$ cat config.mk
export PLATFORM = sky130hd
export DESIGN_NAME = shift_seq
export DESIGN_NICKNAME = d
export VERILOG_FILES = /design/src/rtl/shift_seq_pkg.sv /design/src/rtl/shift_seq_step.sv /design/src/rtl/shift_seq.sv
export SDC_FILE = /design/constraint.sdc
export NUM_CORES = 1
export LEC_CHECK = 0
export ABC_AREA = 1
export BUFFER_PORTS_ARGS = -buffer_cell sky130_fd_sc_hd__buf_2
export CORE_AREA = 2 2 85 87
export CTS_CLUSTER_SIZE = 16
export DETAILED_ROUTE_END_ITERATION = 10
export DIE_AREA = 0 0 87 89
export PLACE_DENSITY = 0.78
export SYNTH_ARGS = -nofsm -noshare
export SYNTH_HDL_FRONTEND = slang
export SYNTH_SLANG_ARGS = --single-unit
$ cat constraint.sdc
create_clock -name clk -period 1.6 [get_ports clk]
set_clock_uncertainty 0.15 [all_clocks]
set_input_delay 0.32 -clock clk [delete_from_list [all_inputs] [get_ports clk]]
set_output_delay 0.32 -clock clk [all_outputs]
set_load 0.01 [all_outputs]
$ cat src/rtl/shift_seq_pkg.sv
// Shared definitions for the cpu32e2 shifters: op encodings, sequential-shifter
// state enum, and small op-classification helpers.
package shifterPkg;

    typedef enum logic [2:0] {
        SHL = 3'd0,
        SHR = 3'd1,
        SAR = 3'd2,
        ROL = 3'd3,
        ROR = 3'd4,
        RCL = 3'd5,
        RCR = 3'd6
    } shiftOpSel;

    typedef enum logic [1:0] {
        IDLE,
        RUN,
        DONE
    } shiftSeqState;

    localparam int SHIFT_SEQ_FAST_STEP = 4;

    function automatic logic op_is_valid(input shiftOpSel op);
        case (op)
            SHL, SHR, SAR, ROL, ROR, RCL, RCR: return 1'b1;
            default:                           return 1'b0;
        endcase
    endfunction

    // Left-moving ops take overflow from carry vs. MSB; right-moving from the top two bits.
    function automatic logic op_is_left(input shiftOpSel op);
        case (op)
            SHL, ROL, RCL: return 1'b1;
            default:       return 1'b0;
        endcase
    endfunction

endpackage

$ cat src/rtl/shift_seq_step.sv
// Combinational step for the sequential shifter: one 1-bit shift/rotate step,
// or four chained 1-bit steps when step4 is set.
module shift_seq_step
    import shifterPkg::*;
(
    input  shiftOpSel   op,
    input  logic        carry_in,
    input  logic [31:0] data_in,
    input  logic        step4,
    output logic        carry_out,
    output logic [31:0] data_out
);

    logic        step_c;
    logic [31:0] step_d;

    // Returns {carry, data} after a single-bit step; unknown ops pass through.
    function automatic logic [32:0] step_one(input shiftOpSel o, input logic c, input logic [31:0] d);
        case (o)
            SHL:     return {d[31], d[30:0], 1'b0};
            SHR:     return {d[0], 1'b0, d[31:1]};
            SAR:     return {d[0], d[31], d[31:1]};
            ROL:     return {d[31], d[30:0], d[31]};
            ROR:     return {d[0], d[0], d[31:1]};
            RCL:     return {d[31], d[30:0], c};
            RCR:     return {d[0], c, d[31:1]};
            default: return {c, d};
        endcase
    endfunction

    always_comb begin
        step_c = carry_in;
        step_d = data_in;
        for (int i = 0; i < SHIFT_SEQ_FAST_STEP; i++) begin
            if (i == 0 || step4) begin
                {step_c, step_d} = step_one(op, step_c, step_d);
            end
        end
        carry_out = step_c;
        data_out  = step_d;
    end

endmodule

$ cat src/rtl/shift_seq.sv
// Multi-cycle shift/rotate unit iterating over the shift count with valid/ready
// handshakes. Define SHIFT_SEQ_FAST_EN to take 4-bit steps while >=4 bits remain.
module shift_seq
    import shifterPkg::*;
(
    input  logic        clk,
    input  logic        reset,
    input  logic        start_valid,
    output logic        start_ready,
    input  shiftOpSel   shiftOp,
    input  logic [4:0]  count,
    input  logic        carryIn,
    input  logic [31:0] dataIn,
    output logic        result_valid,
    input  logic        result_ready,
    output logic        carryOut,
    output logic        overflowOut,
    output logic [31:0] dataOut
);

    shiftSeqState state_q, state_d;
    shiftOpSel    op_q, op_d;
    logic [4:0]   cnt_q, cnt_d;
    logic         carry_q, carry_d;
    logic [31:0]  data_q, data_d;
    logic         bypass_q, bypass_d;

    logic         use_fast;
    logic [4:0]   step_len;
    logic         step_carry;
    logic [31:0]  step_data;

`ifdef SHIFT_SEQ_FAST_EN
    assign use_fast = (cnt_q >= 5'(SHIFT_SEQ_FAST_STEP));
`else
    assign use_fast = 1'b0;
`endif
    assign step_len = use_fast ? 5'(SHIFT_SEQ_FAST_STEP) : 5'd1;

    shift_seq_step u_step (
        .op        (op_q),
        .carry_in  (carry_q),
        .data_in   (data_q),
        .step4     (use_fast),
        .carry_out (step_carry),
        .data_out  (step_data)
    );

    always_ff @(posedge clk or posedge reset) begin
        if (reset) begin
            state_q  <= IDLE;
            op_q     <= SHL;
            cnt_q    <= 5'd0;
            carry_q  <= 1'b0;
            data_q   <= 32'd0;
            bypass_q <= 1'b0;
        end else begin
            state_q  <= state_d;
            op_q     <= op_d;
            cnt_q    <= cnt_d;
            carry_q  <= carry_d;
            data_q   <= data_d;
            bypass_q <= bypass_d;
        end
    end

    always_comb begin
        state_d      = state_q;
        op_d         = op_q;
        cnt_d        = cnt_q;
        carry_d      = carry_q;
        data_d       = data_q;
        bypass_d     = bypass_q;
        start_ready  = 1'b0;
        result_valid = 1'b0;
        case (state_q)
            IDLE: begin
                start_ready = 1'b1;
                if (start_valid) begin
                    op_d     = shiftOp;
                    cnt_d    = count;
                    carry_d  = carryIn;
                    data_d   = dataIn;
                    // Zero counts and unknown ops skip RUN and report overflow 0.
                    bypass_d = (count == 5'd0) || !op_is_valid(shiftOp);
                    state_d  = bypass_d ? DONE : RUN;
                end
            end
            RUN: begin
                carry_d = step_carry;
                data_d  = step_data;
                cnt_d   = cnt_q - step_len;
                if (cnt_d == 5'd0) begin
                    state_d = DONE;
                end
            end
            DONE: begin
                result_valid = 1'b1;
                if (result_ready) begin
                    state_d = IDLE;
                end
            end
            default: state_d = IDLE;
        endcase
    end

    always_comb begin
        overflowOut = 1'b0;
        if (!bypass_q) begin
            overflowOut = op_is_left(op_q) ? (carry_q ^ data_q[31]) : (data_q[31] ^ data_q[30]);
        end
    end

    assign carryOut = carry_q;
    assign dataOut  = data_q;

endmodule

==> metrics.txt <==
status complete, but fails checks; failing checks negative setup slack; commonest cells in the netlist nand2_1 (107), nor2_1 (103), nand3_1 (102), inv_1 (100), dfrtp_1 (44); CTS tree yes; reg2reg start op_q[0]; die width 87 microns; total grt overflow 0; htree depth 2; CP Launch Type register; leakage 0.00240 uW; Worst Tran Pin Value 0.391 ns; largest net degree at the start of global routing 34; worst vdd ir ~1.4 mV; die height about 90 microns; hold_sp shiftOp[2]; main area contributors after synthesis dfrtp_1 (34%), nand3_1 (16%), nand2_1 (12%), nor2_1 (12%), inv_1 (12%); CP arrival 1.44 ns; Hold Crit Endpoint op_q[2]; RSZ-0062 raised after global routing yes; Max Cap Viol 0; final core utilization 62.9%; met1 usage 28.4%; CP max-delay cell dfrtp_2; Crit. End Element output port; Worst-path clk slew 0.07 ns; Cell Pwr Density 2290 nW/um^2; FP Rows 30; crit-path most repeated cell nand2_2; CP max FO 4; I/O pin cnt 81; met2 Usage GRT between 30 and 40%; Routed WL a little under 9 mm; DPL Wire Length 6.08 mm; Max clock buf depth 2; Syn Inst Count 535; Buf/Inv on CP 2; Synth area leader dfrtp_1; Placed Cells around 700; mapped cell area about 3200 sq um; sequential area share after synthesis 34.0%; DP Area 3800 sq um; slowest stage delay, CP between 0.4 and 0.5 ns; Initial Utilization 48.2%; drt drc 0; Max Slew Vio Count 0; top_reg_cell synth dfrtp_1; Total Routing Usage GR 22.3%; first-pass GRT wire length 14.0 mm; # port buffers 80; Worst Reg-to-Reg Cells 9; Synth warnings 0; die footprint ~7700 sq um; hold depth 3; area delta synth->final 30.5%; Yosys cell types 25; DR pass1 iterations 5; critical path's top delay family simple AND/OR/NAND/NOR gates; Inserted Clock Buffers 5; Final Wtd Congestion approximately 0.97; hold crit path type input port to register; Routed Antenna Nets 0; via count 3545; Finished Layout Cells 710; min Tclk post-route 1.91 ns; Yosys top cell area share approximately 34%; Clk Tree Root Cell clkbuf_8; vias in the first global route 3275; dominant cell by count in the synthesized netlist nand2_1; final setup margin -0.307 ns; core area 6720 sq um; crit path cell chain inv_2 -> nand2_2 -> nand3_4 -> nand2_2 -> nand2_2 -> nand3_2 -> nand2_1 -> nor2_1 -> buf_2; headroom to the max-slew limit 73.9%; async set or reset register ratio after synthesis 100%; fin crit share 119%; RR Endpoint dataOut[7]; Ant. Diodes 0; initial antenna violation count 0; drt wl/cell 12.3 microns; Clock Latency Late Sink 0.30 ns; WS Path Type register to output port; First DRT Iteration DRCs 222; Pwr Total 9700 uW; Yosys reg bits 44; # setup viols final 33; layout cells sized above 1 ~28%; Finished Cell Area 4230 sq um; required time worst endpoint approximately 1.1 ns; EDFF count, synth 0; clock sink count 44; gr busiest metal met2; f_max 524 MHz; syn_nets a little under 600; Final Hold Vio Count 0; Final nets 676; flop2flop setup slack -0.11 ns; Vias/cell 4.99; average size of a mapped cell 6.06 sq um; met3 Use GR about 3.3%
-- cell usage in the layout (no fill, tap or decap), drive strengths merged --
master	Yosys	final
buf	26	114
nand2	109	109
inv	109	109
nor2	104	104
nand3	103	103
dfrtp	44	44
o21ai	15	15
a21oi	8	8
clkbuf	2	7
nand4	5	5
o22ai	3	3
and2	2	2
ha	2	2
o211ai	1	1
nor3	1	1
or2	1	1
clkinvlp	0	1
dlygate4sd3	0	1
-- layout make-up --
class                   instances  area (sq um)
clock inverters                 1          7.51
repair buffers                115           777
flip-flops and latches         44          1110
well taps                      80           100
fillers                       618          2490
clock buffers                   7          86.3
multi-input cells             354          1740
inverters                     109           409
-- flip-flops by register name, indices dropped and copies added, names as in the netlist --
register,cells
cnt_q,5
carryOut,1
op_q,3
dataOut,32
bypass_q,1
state_q,2
-- through the flow --
step	hold WS (ns)	TNS (ns)	setup WS, ns
final	0.105	-2.73	-0.307
after global routing	0.112	-5.45	-0.398
after CTS	0.0971	-0.275	-0.275
after detailed placement	0.177	-0.0160	-0.0160
after global placement	0.176	0	0.0616
after floorplan	0.291	0	0.0318
-- report_power, final --
| group | total, uW | internal [uW] | switching, uW | leakage [uW] |
|---|---|---|---|---|
| sequential | 2140 | 1710 | 429 | 0.000504 |
| clock | 746 | 351 | 395 | 0.0000445 |
| combinational | 6810 | 2670 | 4150 | 0.00185 |
| total | 9700 | 4730 | 4970 | 0.00240 |
-- how the worst max path moves through the flow --
stage	from	end	cells after the start
after global placement	op_q[2]	overflowOut	8
after detailed placement	op_q[1]	dataOut[7]	10
after CTS	op_q[1]	overflowOut	8
final	op_q[0]	overflowOut	9
after floorplan	op_q[2]	overflowOut	8
after global routing	op_q[0]	overflowOut	9
-- cell families (layout without fill, tap and decap cells) --
family	count (synthesis)	count (layout)	synth area share [%]
DFF	44	44	34.0
adders and majority gates	2	2	0.772
AOI/OAI and AO/OA	27	27	4.71
buffers and inverters	137	232	17.9
and+or+nand+nor	325	325	42.7
-- repair_timing --
item                                    in CTS  in global routing
gates cloned                                 0                  3
endpoints found under the setup margin       4                 38
resized for setup                            5                 53
pin swaps                                    2                 17
hold endpoints to repair                    14                  0
hold buffers                                 1                  0
buffers inserted                             5                  6
-- worst min-delay path, cell delays in order --
cell     delay [ns]
buf_2          0.09
nand2_1        0.04
o21ai_0        0.06
-- layer usage --
metal	wire (microns)	share of wire, %	up-vias
li1	-	-	1811
met1	3890	45	1592
met2	4150	48	127
met3	547	6.3	15
met4	147	1.7	0
met5	0	0	-
Power figures use the tool's default switching activity.
